**src/rtl/alu_issue_stage.sv**
```systemverilog
// alu_issue_stage: decodes RV32I ALU-relevant fields into a 4-bit ALU control
// code and operand B selection, then holds the decoded entry for the EX stage
// in an output register with a one-deep skid register behind it. A
// valid/ready handshake on both sides guarantees FIFO order with no drops or
// duplicates. Unsupported encodings are flagged and counted.
module alu_issue_stage #(
  parameter int DATA_WIDTH = 32,
  parameter int CNT_WIDTH  = 16
) (
  input  logic                  clock,
  input  logic                  resetn,
  input  logic                  flush,
  input  logic                  in_valid,
  output logic                  in_ready,
  input  logic [6:0]            opcode,
  input  logic [2:0]            funct3,
  input  logic                  funct7b5,
  input  logic [DATA_WIDTH-1:0] rs1_val,
  input  logic [DATA_WIDTH-1:0] rs2_val,
  input  logic [DATA_WIDTH-1:0] imm,
  output logic                  out_valid,
  input  logic                  out_ready,
  output logic [3:0]            ALUctl,
  output logic [DATA_WIDTH-1:0] A,
  output logic [DATA_WIDTH-1:0] B,
  output logic                  is_branch,
  output logic [2:0]            br_funct3,
  output logic                  illegal,
  output logic [CNT_WIDTH-1:0]  illegal_cnt
);

  localparam logic [6:0] OP_R      = 7'b0110011;
  localparam logic [6:0] OP_I      = 7'b0010011;
  localparam logic [6:0] OP_LOAD   = 7'b0000011;
  localparam logic [6:0] OP_STORE  = 7'b0100011;
  localparam logic [6:0] OP_BRANCH = 7'b1100011;

  localparam logic [3:0] CTL_AND = 4'b0000;
  localparam logic [3:0] CTL_OR  = 4'b0001;
  localparam logic [3:0] CTL_ADD = 4'b0010;
  localparam logic [3:0] CTL_SUB = 4'b0110;
  localparam logic [3:0] CTL_SLT = 4'b0111;
  localparam logic [3:0] CTL_BAD = 4'b1111;

  localparam logic [CNT_WIDTH-1:0] CNT_MAX = '1;

  typedef struct packed {
    logic [3:0]            aluctl;
    logic [DATA_WIDTH-1:0] a;
    logic [DATA_WIDTH-1:0] b;
    logic                  is_branch;
    logic [2:0]            br_funct3;
    logic                  illegal;
  } entry_t;

  entry_t dec;
  entry_t out_q;
  entry_t skid_q;
  logic   out_valid_q;
  logic   skid_valid_q;
  logic   accept;
  logic   retire;

  // Decode the offered instruction into an EX entry.
  always_comb begin
    // NOTE: every field gets a default before the case so no path can leave
    // a field unassigned and infer a latch.
    dec           = '0;
    dec.a         = rs1_val;
    dec.b         = rs2_val;
    dec.aluctl    = CTL_BAD;
    dec.illegal   = 1'b1;
    case (opcode)
      OP_R, OP_I: begin
        dec.illegal = 1'b0;
        if (opcode == OP_I) dec.b = imm;
        case (funct3)
          3'b000:  dec.aluctl = (opcode == OP_R && funct7b5) ? CTL_SUB : CTL_ADD;
          3'b111:  dec.aluctl = CTL_AND;
          3'b110:  dec.aluctl = CTL_OR;
          3'b010:  dec.aluctl = CTL_SLT;
          default: begin
            dec.aluctl  = CTL_BAD;
            dec.illegal = 1'b1;
            dec.b       = rs2_val;
          end
        endcase
      end
      OP_LOAD, OP_STORE: begin
        dec.aluctl  = CTL_ADD;
        dec.b       = imm;
        dec.illegal = 1'b0;
      end
      OP_BRANCH: begin
        if (funct3 == 3'b000 || funct3 == 3'b001 || funct3 == 3'b100) begin
          dec.aluctl    = (funct3 == 3'b100) ? CTL_SLT : CTL_SUB;
          dec.illegal   = 1'b0;
          dec.is_branch = 1'b1;
          dec.br_funct3 = funct3;
        end
      end
      default: ;
    endcase
  end

  assign in_ready = ~skid_valid_q;
  assign accept   = in_valid & in_ready & ~flush;
  assign retire   = out_valid_q & out_ready;

  // Output register and skid register; flush outranks accept and retire.
  always_ff @(posedge clock or negedge resetn) begin
    if (!resetn) begin
      // NOTE: the data registers are reset too, because the reset values of
      // ALUctl/A/B are visible on the outputs.
      out_q        <= '0;
      skid_q       <= '0;
      out_valid_q  <= 1'b0;
      skid_valid_q <= 1'b0;
    end else if (flush) begin
      out_valid_q  <= 1'b0;
      skid_valid_q <= 1'b0;
    end else if (!out_valid_q || retire) begin
      if (skid_valid_q) begin
        out_q        <= skid_q;
        out_valid_q  <= 1'b1;
        skid_valid_q <= 1'b0;
      end else if (accept) begin
        out_q       <= dec;
        out_valid_q <= 1'b1;
      end else begin
        out_valid_q <= 1'b0;
      end
    end else if (accept) begin
      // NOTE: non-blocking assignments so every register samples the values
      // from before this edge, independent of statement order.
      skid_q       <= dec;
      skid_valid_q <= 1'b1;
    end
  end

  // Saturating count of accepted illegal entries; only reset clears it.
  always_ff @(posedge clock or negedge resetn) begin
    if (!resetn) begin
      illegal_cnt <= '0;
    end else if (accept && dec.illegal && illegal_cnt != CNT_MAX) begin
      illegal_cnt <= illegal_cnt + 1'b1;
    end
  end

  assign out_valid = out_valid_q;
  assign ALUctl    = out_q.aluctl;
  assign A         = out_q.a;
  assign B         = out_q.b;
  assign is_branch = out_q.is_branch;
  assign br_funct3 = out_q.br_funct3;
  assign illegal   = out_q.illegal;

endmodule

```
**config.mk**
```make
export PLATFORM = sky130hd
export DESIGN_NAME = alu_issue_stage
export DESIGN_NICKNAME = d
export VERILOG_FILES = /design/src/rtl/alu_issue_stage.sv
export SDC_FILE = /design/constraint.sdc
export NUM_CORES = 1
export LEC_CHECK = 0
export ABC_AREA = 1
export CAP_MARGIN = 10
export CORE_ASPECT_RATIO = 1.1
export CORE_MARGIN = 5
export CORE_UTILIZATION = 30
export CTS_CLUSTER_DIAMETER = 200
export DETAILED_ROUTE_END_ITERATION = 8
export SLEW_MARGIN = 10
export SYNTH_ARGS = -nofsm -noshare
export SYNTH_HDL_FRONTEND = slang
export SYNTH_SLANG_ARGS = --single-unit
```
**constraint.sdc**
```tcl
create_clock -name clock -period 1.96 [get_ports clock]
set_clock_uncertainty 0.2 [all_clocks]
set_input_delay 0.392 -clock clock [delete_from_list [all_inputs] [get_ports clock]]
set_output_delay 0.392 -clock clock [all_outputs]
set_load 0.01 [all_outputs]
```
==> results.md, run 1 <==
* Outcome: completed
* Crit end category: output port
* Top Usage Layer GRT: met2
* Final WS setup at 0.0412 ns
* Final GP Congestion at 0.838
* Pre-CTS setup slack at -0.317 ns
* WS Path Type: reg -> out
* Worst path max stage delay at 0.57 ns
* Routed Antenna Nets at 0
* Post-layout min period at 1.92 ns
* Hold path depth at 2
* Final Max Tran Viols at 0
* Slowest CP cell: clkdlybuf4s50_1
* Clock buffer depth at 2
* RR Startpoint: illegal_cnt[1]
* Yosys reg bits at 162
* Slew HR at 0.710
* Clk pwr share at 0.342
* CTS H-tree lvls at 4
* Final Power at 9.87 mW
* GR Util All Layers at 0.152
* CP Launch Type: flop
* Beginning of the critical path: A[20]
* Net Switching at 2.82 mW
* DRT Pass-1 Iters at 4
* Post-DP HPWL at 16300 um
* Worst R2R Path Depth at 8
* Die ar. at 30500 sq um
* Total gr overflow at 0
* Worst Path Buf+Inv at 1
* Largest net degree at the start of global routing at 81
* Sw frac at 0.286
* CP arrival at 1.33 ns
* Sink Count at 162
* Worst reg2reg setup slack at 0.15 ns
* Nets at 1394
* CP Cell Sequence: clkdlybuf4s50_1
* Crit-path max FO at 2
* Yosys cell types at 31
* FFs w/ async S/R, synth at 1.00
* CTS tree: built
* CTS buffer count at 17
* Area added between synthesis and finish at 43.1%
* Post-synth top cells: nand2_1 (350), dfrtp_1 (162), inv_1 (88)
* Leak at 6.15 nW
* Area of the core at 26900 sq um
* Clock Latency Late Sink at 0.43 ns
* Synth top area share at 0.498
* Routed vias at 7570
* WP data required at 1.37 ns
* Synthesized area per cell at 7.71 sq um
* Hold Path End: B[22]
* First-pass GRT wire length at 38400 um
* WP depth at 1
* Syn. warnings at 0
* Fillers at 2680
* FMAX at 521 MHz
* Worst-path clk slew at 0.07 ns
* Chip width at 167 um
* Top_reg_cell synth: dfrtp_1
* Peak VDD IR at 0.000395 V
* Most frequent cell after synthesis: nand2_1
* Max_cap viols at 0
* Gate power share at 0.221
* # rows at 63
* Largest cells by area after synthesis: dfrtp_1 (50%), nand2_1 (16%), nand3b_1 (4.2%)
* Syn Nets at 1169
* Fin crit share at 0.979
* Root buf cell: clkbuf_16
* Yosys top cell by area: dfrtp_1
* Wirelength per Cell at 14.1 um
* Unrepaired setup endpoints after global routing: no
* Antenna violations before repair at 0
* DRC viols at 0
* Layout cells sized above 1 at 0.103
* HP Start: B[22]
* Via density at 4.59
* Cell Area, Synth at 8140 sq um
* Worst-Margin Slew at 0.435 ns
* DRT iter0 DRCs at 508
* PortBufs at 202
* Sequential share of power at 0.437
* Met2 Usage GRT at 0.247
* EDFF count, synth at 0
* Internal power at 7.05 mW
* I/O Pins at 203
* # setup viols final at 0
* Cell count after synthesis at 1056
* GR met3 Demand/Resource at 0.0330
* Min-delay worst type: reg -> reg
* Drt total wl at 23300 um
* Crit path max-delay family: buffers and inverters
* Met1 usage at 0.203
* PwrDens at 847 nW/um^2
* Antenna diodes at 0
* Die Span Y at 183 um
* FF-to-FF End: illegal_cnt[6]
* Sequential-to-total area share from yosys stat at 0.498
* Final Hold Fails at 0
* Initial Util at 0.303
* Number of global-route vias before repair at 7342
flip-flops by register name (all words and copies together), names as in the netlist:
name,flops
is_branch,1
skid_valid_q,1
br_funct3,3
ALUctl,4
B,32
A,32
illegal_cnt,16
skid_q,72
out_valid,1
final cells by class:
cell class	count	area, sq um	area share
multi-input cells	739	3440	0.295
clock inverters	13	150	0.0129
well taps	357	447	0.0383
inverters	91	344	0.0295
repair buffers	270	2760	0.237
flip-flops and latches	162	4060	0.349
clock buffers	19	443	0.0380
timing repair:
action | in CTS | in global routing
setup buffers | 11 | 0
gates cloned | 0 | 0
pin swaps | 0 | 0
endpoints found under the setup margin | 39 | 44
resized for setup | 37 | 33
endpoints found under the hold margin | 31 | 0
hold buffers | 1 | 0
cell usage in the layout, fill, tap and decap left out, types with 3 or more instances in the layout:
| master | n |
|---|---|
| nand2_1 | 349 |
| dfrtp_1 | 155 |
| clkdlybuf4s50_1 | 140 |
| inv_1 | 87 |
| nor2_1 | 71 |
| o21ai_0 | 69 |
| o21ai_1 | 60 |
| nand3_1 | 59 |
| buf_4 | 52 |
| nand3b_1 | 46 |
| dlymetal6s2s_1 | 31 |
| dlygate4sd2_1 | 30 |
| a21oi_1 | 26 |
| nand4_1 | 21 |
| clkbuf_16 | 17 |
| buf_12 | 15 |
| or2_2 | 12 |
| dfrtp_2 | 7 |
| inv_6 | 5 |
| a31oi_1 | 4 |
| inv_2 | 3 |
| nand3_2 | 3 |
| clkinv_4 | 3 |
power by group through the flow:
stage,logic (mW),registers [mW],clock network (mW)
3_5_place_dp,2.21,4.41,0
2_1_floorplan,0.878,4.47,0
3_3_place_gp,2.17,4.39,0
4_1_cts,2.25,4.33,3.48
5_1_grt,2.45,4.40,3.63
6_report,2.18,4.32,3.38
kinds of logic (layout without fill, tap and decap cells):
family | after synthesis | count (layout) | synth area share
XOR/XNOR | 3 | 3 | 0.00323
adder cells (fa/ha/maj) | 1 | 1 | 0.00154
buffers and inverters | 155 | 393 | 0.0825
AO/OA/AOI/OAI | 166 | 166 | 0.107
flip-flops | 162 | 162 | 0.498
AND/OR/NAND/NOR | 569 | 569 | 0.308
through the flow:
stage	area, sq um	hold WS [ns]	util	std cells	TNS [ns]
floorplan	8140	-0.104	-	1056	0
global placement	10900	0.157	0.406	1607	-30.07
detailed placement	10900	0.159	0.406	1607	-29.73
CTS	11600	0.282	0.430	1651	0
global route	11700	0.300	0.434	1651	0
finish	11700	0.271	0.434	1651	0
metal layers:
metal,wire length (um),vias to the layer above
li1,-,3843
met1,10600,3504
met2,11000,200
met3,1230,23
met4,477,0
met5,0,-
worst max-delay path by stage:
stage,to,slack [ns]
after floorplan,illegal_cnt[5],0.04
after global placement,B[2],-0.33
after detailed placement,illegal_cnt[2],-0.32
after CTS,B[26],0.002
after global routing,A[8],0.0002
final,A[20],0.04
Power figures use the tool's default switching activity.
==> run 2: changes to the inputs <==
--- a/config.mk
+++ b/config.mk
@@ -9,9 +9,10 @@
 export CAP_MARGIN = 10
 export CORE_ASPECT_RATIO = 1.1
 export CORE_MARGIN = 5
-export CORE_UTILIZATION = 30
+export CORE_UTILIZATION = 35
 export CTS_CLUSTER_DIAMETER = 200
 export DETAILED_ROUTE_END_ITERATION = 8
+export HOLD_SLACK_MARGIN = 0.15
 export SLEW_MARGIN = 10
 export SYNTH_ARGS = -nofsm -noshare
 export SYNTH_HDL_FRONTEND = slang
==> results.md, run 2 (synthesis gave the netlist of run 1 again) <==
* Post-layout min period at 1.92 ns (+0.00357 ns)
* Initial Util at 0.355 (+0.0521)
* RR Startpoint: skid_valid_q
* CTS H-tree lvls at 4 (unchanged)
* Sequential share of power at 0.433 (-0.004)
* Outcome: completed
* WP data required at 1.37 ns (about the same)
* Crit path max-delay family: buffers and inverters
* Pre-CTS setup slack at -0.350 ns (-0.0331 ns)
* Setup TNS at 0 ns (unchanged)
* First-pass GRT wire length at 38200 um (-0.56%)
* DRC viols at 0 (unchanged)
* Largest net degree at the start of global routing at 68 (-16%)
* Post-DP HPWL at 16300 um (-0.15%)
* PwrDens at 856 nW/um^2 (+1.1%)
* Final Power at 10.0 mW (+1.3%)
* Finished Core Util at 0.509 (+0.0755)
* Min-delay worst type: in -> async
* CTS buffer count at 17 (unchanged)
* Final GP Congestion at 0.826 (-1.4%)
* Number of global-route vias before repair at 7414 (+0.98%)
* Final WS setup at 0.0376 ns (-0.00357 ns)
* Unrepaired setup endpoints after global routing: no
* Worst-Margin Slew at 0.601 ns (+0.165 ns)
* Antenna violations before repair at 0 (unchanged)
* Clock Latency Late Sink at 0.43 ns (about the same)
* Most flop-heavy register: skid_q
* DRT iter0 DRCs at 366 (-28%)
* Gate power share at 0.215 (-0.006)
* Layout cells sized above 1 at 0.110 (+0.00696)
* # rows at 58 (-7.9%)
* Die ar. at 26400 sq um (-13%)
* Via density at 4.74 (+3.3%)
* I/O Pins at 203 (unchanged)
* Worst-path clk slew at 0.07 ns (about the same)
* Nets at 1403 (+0.65%)
* Crit-path max FO at 2 (unchanged)
* # setup viols final at 0 (unchanged)
* Worst Path Buf+Inv at 1 (unchanged)
* Area of the core at 22900 sq um (-15%)
* CP arrival at 1.33 ns (about the same)
* Worst path max stage delay at 0.56 ns (about the same)
* Slowest CP cell: clkdlybuf4s50_1
* Area added between synthesis and finish at 43.4%
* FMAX at 520 MHz (-0.19%)
* CP Cell Sequence: clkdlybuf4s50_1
* WHS at 0.226 ns (-0.0447 ns)
* Peak VDD IR at 0.000467 V (+18%)
* Final Max Tran Viols at 0 (unchanged)
* Routed vias at 7592 (+0.29%)
* DRT Pass-1 Iters at 5 (+1)
* Wirelength per Cell at 14.7 um (+4.2%)
* Net Switching at 2.94 mW (+4.1%)
* Final Hold Fails at 0 (unchanged)
* Fin crit share at 0.981 (+0.00182)
* Commonest non-fill, non-tap cell in the layout: nand2_1
* Internal power at 7.06 mW (+0.14%)
* Most frequent cells in the layout: nand2_1 (348), dfrtp_1 (155), clkdlybuf4s50_1 (138)
* Sw frac at 0.294 (+0.00796)
* Drt total wl at 23600 um (+1.2%)
* Root buf cell: clkbuf_16
* Die Span Y at 170 um (-7.0%)
* Sink Count at 162 (unchanged)
* Total gr overflow at 0 (unchanged)
* Routed Antenna Nets at 0 (unchanged)
* PortBufs at 202 (unchanged)
* Number of flip-flops in the largest register at 72 (unchanged)
* Max_cap viols at 0 (unchanged)
* Crit end category: output port
* Antenna diodes at 0 (unchanged)
* Leak at 6.22 nW (+1.1%)
* CP Launch Type: flop
* CTS tree: built
* Clock buffer depth at 2 (unchanged)
* GR Util All Layers at 0.178 (+0.0254)
* Clk pwr share at 0.352 (+0.010)
* WS Path Type: reg -> out
* Chip width at 155 um (-7.0%)
* Slew HR at 0.600 (-0.110)
* Beginning of the critical path: B[14]
run 2: cell types whose count changed in the layout (fill, tap and decap cells not counted), sizes merged:
cell / change
clkinv: -4
clkbuf: -1
inv: +6
dlygate4sd2: +2
clkdlybuf4s50: -2
buf: +8
run 2: stage by stage:
| stage | area [sq um] | cells |
|---|---|---|
| floorplan | 8140 | 1056 |
| global placement | 10900 | 1561 |
| detailed placement | 10900 | 1561 |
| CTS | 11600 | 1602 |
| global route | 11700 | 1603 |
| finish | 11700 | 1603 |
run 2: cell type report:
type / instances / area, sq um
fill: 2276 / 11300
sequential: 162 / 4060
multi-input combinational: 739 / 3450
timing repair buffer: 279 / 2830
clock buffer: 17 / 425
tap: 300 / 375
inverter: 91 / 344
clock inverter: 15 / 189
run 2: path summary, 6_finish.rpt:
kind	endpoint	cells past startpoint	slack (ns)
max in group asynchronous	illegal_cnt[5]	3	0.77
hold reg to reg	B[31]	2	0.28
setup / recovery	B[14]	1	0.04
setup reg to reg	B[7]	6	0.14
min in group clock	B[31]	2	0.28
hold / removal	B[24]	2	0.23
run 2: routing by layer:
metal,track usage,routed length (um),vias up,part of all wire
met1,0.238,10700,3512,0.45
met2,0.294,11300,203,0.48
met4,0.0476,279,0,0.012
met5,0,0,-,0
met3,0.0379,1360,20,0.058
li1,-,-,3857,-
run 2: what timing repair did:
action,in CTS,in global routing
hold endpoints to repair,162,0
setup endpoints to repair,38,41
setup buffers,8,0
resized for setup,39,36
pin swaps,0,2
hold buffers,1,0
gates cloned,0,1
run 2: power groups by stage:
| stage | Clock, mW | Combinational (mW) | Sequential (mW) |
|---|---|---|---|
| after CTS | 3.61 | 2.20 | 4.33 |
| after global placement | 0 | 2.19 | 4.38 |
| after global routing | 3.74 | 2.42 | 4.42 |
| after detailed placement | 0 | 2.22 | 4.41 |
| after floorplan | 0 | 0.878 | 4.47 |
| final | 3.52 | 2.15 | 4.33 |
==> run 3: changes to the inputs <==
--- a/config.mk
+++ b/config.mk
@@ -7,7 +7,7 @@
 export LEC_CHECK = 0
 export ABC_AREA = 1
 export CAP_MARGIN = 10
-export CORE_ASPECT_RATIO = 1.1
+export CORE_ASPECT_RATIO = 1.5
 export CORE_MARGIN = 5
 export CORE_UTILIZATION = 35
 export CTS_CLUSTER_DIAMETER = 200
==> results.md, run 3 (synthesis gave the netlist of run 1 again) <==
* Slew HR at 0.726 (+0.127)
* CP arrival at 1.32 ns (about the same)
* Fin area at 11500 sq um (-1.2%)
* CTS H-tree lvls at 4 (unchanged)
* Routed vias at 7463 (-1.7%)
* Final GP Congestion at 0.833 (+0.86%)
* Worst-Margin Slew at 0.411 ns (-0.190 ns)
* Slowest CP cell: clkdlybuf4s50_1
* Worst path max stage delay at 0.54 ns (-0.02 ns)
* Peak VDD IR at 0.000593 V (+27%)
* Final Hold Fails at 0 (unchanged)
* First-pass GRT wire length at 37400 um (-2.3%)
* Final Max Tran Viols at 0 (unchanged)
* Clock buffer depth at 2 (unchanged)
* PortBufs at 202 (unchanged)
* Area of the core at 23000 sq um (+0.17%)
* Sink Count at 162 (unchanged)
* Outcome: completed
* DRT Pass-1 Iters at 4 (-1)
* WS Path Type: reg -> out
* Finished Layout Cells at 1569 (-2.1%)
* FMAX at 522 MHz (+0.32%)
* Number of global-route vias before repair at 7476 (+0.84%)
* Max_cap viols at 0 (unchanged)
* WP data required at 1.37 ns (about the same)
* GR Util All Layers at 0.175 (-0.00245)
* Area added between synthesis and finish at 41.6%
* PwrDens at 856 nW/um^2 (about the same)
* Drt total wl at 22800 um (-3.4%)
* DRC viols at 0 (unchanged)
* WHS at 0.182 ns (-0.0446 ns)
* DRT iter0 DRCs at 329 (-10%)
* Number of flip-flops in the largest register at 72 (unchanged)
* Most frequent cells in the layout: nand2_1 (350), dfrtp_1 (154), clkdlybuf4s50_1 (134)
* CTS buffer count at 17 (unchanged)
* Post-DP HPWL at 16100 um (-1.2%)
* Largest net degree at the start of global routing at 69 (+1.5%)
* Worst Path Buf+Inv at 1 (unchanged)
* Via density at 4.76 (+0.43%)
* Min-delay worst type: in -> reg
* Post-layout min period at 1.92 ns (-0.00604 ns)
* Die ar. at 26500 sq um (+0.23%)
* Crit path max-delay family: buffers and inverters
* Final WS setup at 0.0436 ns (+0.00604 ns)
* Nets at 1388 (-1.1%)
* Leak at 6.09 nW (-2.1%)
* Worst reg2reg setup slack at 0.20 ns (+0.06 ns)
* Chip width at 135 um (-13%)
* Routed Antenna Nets at 0 (unchanged)
* # setup viols final at 0 (unchanged)
* Antenna violations before repair at 1 (+1)
* Crit-path max FO at 2 (unchanged)
* Pre-CTS setup slack at -0.362 ns (-0.0120 ns)
* Placed cell count at 1529 (-2.0%)
* CTS tree: built
* # rows at 68 (+17%)
* Crit end category: output port
* Wirelength per Cell at 14.5 um (-1.3%)
* CP Launch Type: flop
* Initial Util at 0.354 (-0.000619)
* Most flop-heavy register: skid_q
* Worst-path clk slew at 0.06 ns (about the same)
* CP Cell Sequence: clkdlybuf4s50_1
* I/O Pins at 203 (unchanged)
* Root buf cell: clkbuf_16
* Total gr overflow at 0 (unchanged)
* Fin crit share at 0.978 (-0.00308)
* Clock Latency Late Sink at 0.43 ns (about the same)
* Layout cells sized above 1 at 0.0986 (-0.0111)
* Commonest non-fill, non-tap cell in the layout: nand2_1
* Unrepaired setup endpoints after global routing: no
* Placed Area at 10800 sq um (-0.64%)
* Die Span Y at 197 um (+16%)
## run 3: cell types whose count changed in the layout (fill, tap and decap cells not counted), sizes merged, moves of 4 or more
| cell | previous run | this run |
|---|---|---|
| inv | 102 | 92 |
| dlygate4sd2 | 32 | 41 |
| clkdlybuf4s50 | 138 | 134 |
| dlymetal6s2s | 31 | 26 |
| buf | 76 | 62 |
## run 3: stage by stage
step / total power, mW / TNS [ns] / util
2_1_floorplan: 5.35 / 0 / -
3_3_place_gp: 6.57 / -34.59 / 0.471
3_5_place_dp: 6.62 / -35.45 / 0.471
4_1_cts: 10.1 / 0 / 0.499
5_1_grt: 10.4 / 0 / 0.502
6_report: 9.87 / 0 / 0.502
## run 3: worst paths after layout
path                         startpoint        endpoint  cells past startpoint
min in group asynchronous        resetn           B[18]                      2
min                           funct3[2]    br_funct3[2]                      3
max reg2reg                skid_valid_q       skid_q[3]                      5
max                                B[6]            B[6]                      1
min reg2reg                       B[17]           B[17]                      2
max in group asynchronous        resetn  illegal_cnt[3]                      3
## run 3: layout make-up
cell class / instances / area, sq um
fillers: 2251 / 11400
flip-flops and latches: 162 / 4060
multi-input cells: 739 / 3440
repair buffers: 264 / 2720
clock buffers: 20 / 457
well taps: 280 / 350
inverters: 91 / 344
clock inverters: 12 / 155
diodes: 1 / 2.50
## run 3: metal layers
| layer | global-route usage | part of all wire | vias to the layer above |
|---|---|---|---|
| li1 | - | - | 3818 |
| met1 | 0.204 | 0.42 | 3433 |
| met2 | 0.319 | 0.52 | 183 |
| met3 | 0.0350 | 0.043 | 29 |
| met4 | 0.0600 | 0.022 | 0 |
| met5 | 0 | 0 | - |
## run 3: where the power goes
group	switching [mW]	internal, mW
Sequential	0.365	3.98
Clock	1.38	2.07
Combinational	0.995	1.07
## run 3: what timing repair did
item | 4_1_cts | 5_1_grt
hold buffers | 1 | 0
hold endpoints to repair | 162 | 0
resized for setup | 49 | 29
setup endpoints to repair | 45 | 91
pin swaps | 0 | 2
buffers inserted | 6 | 0
gates cloned | 0 | 0
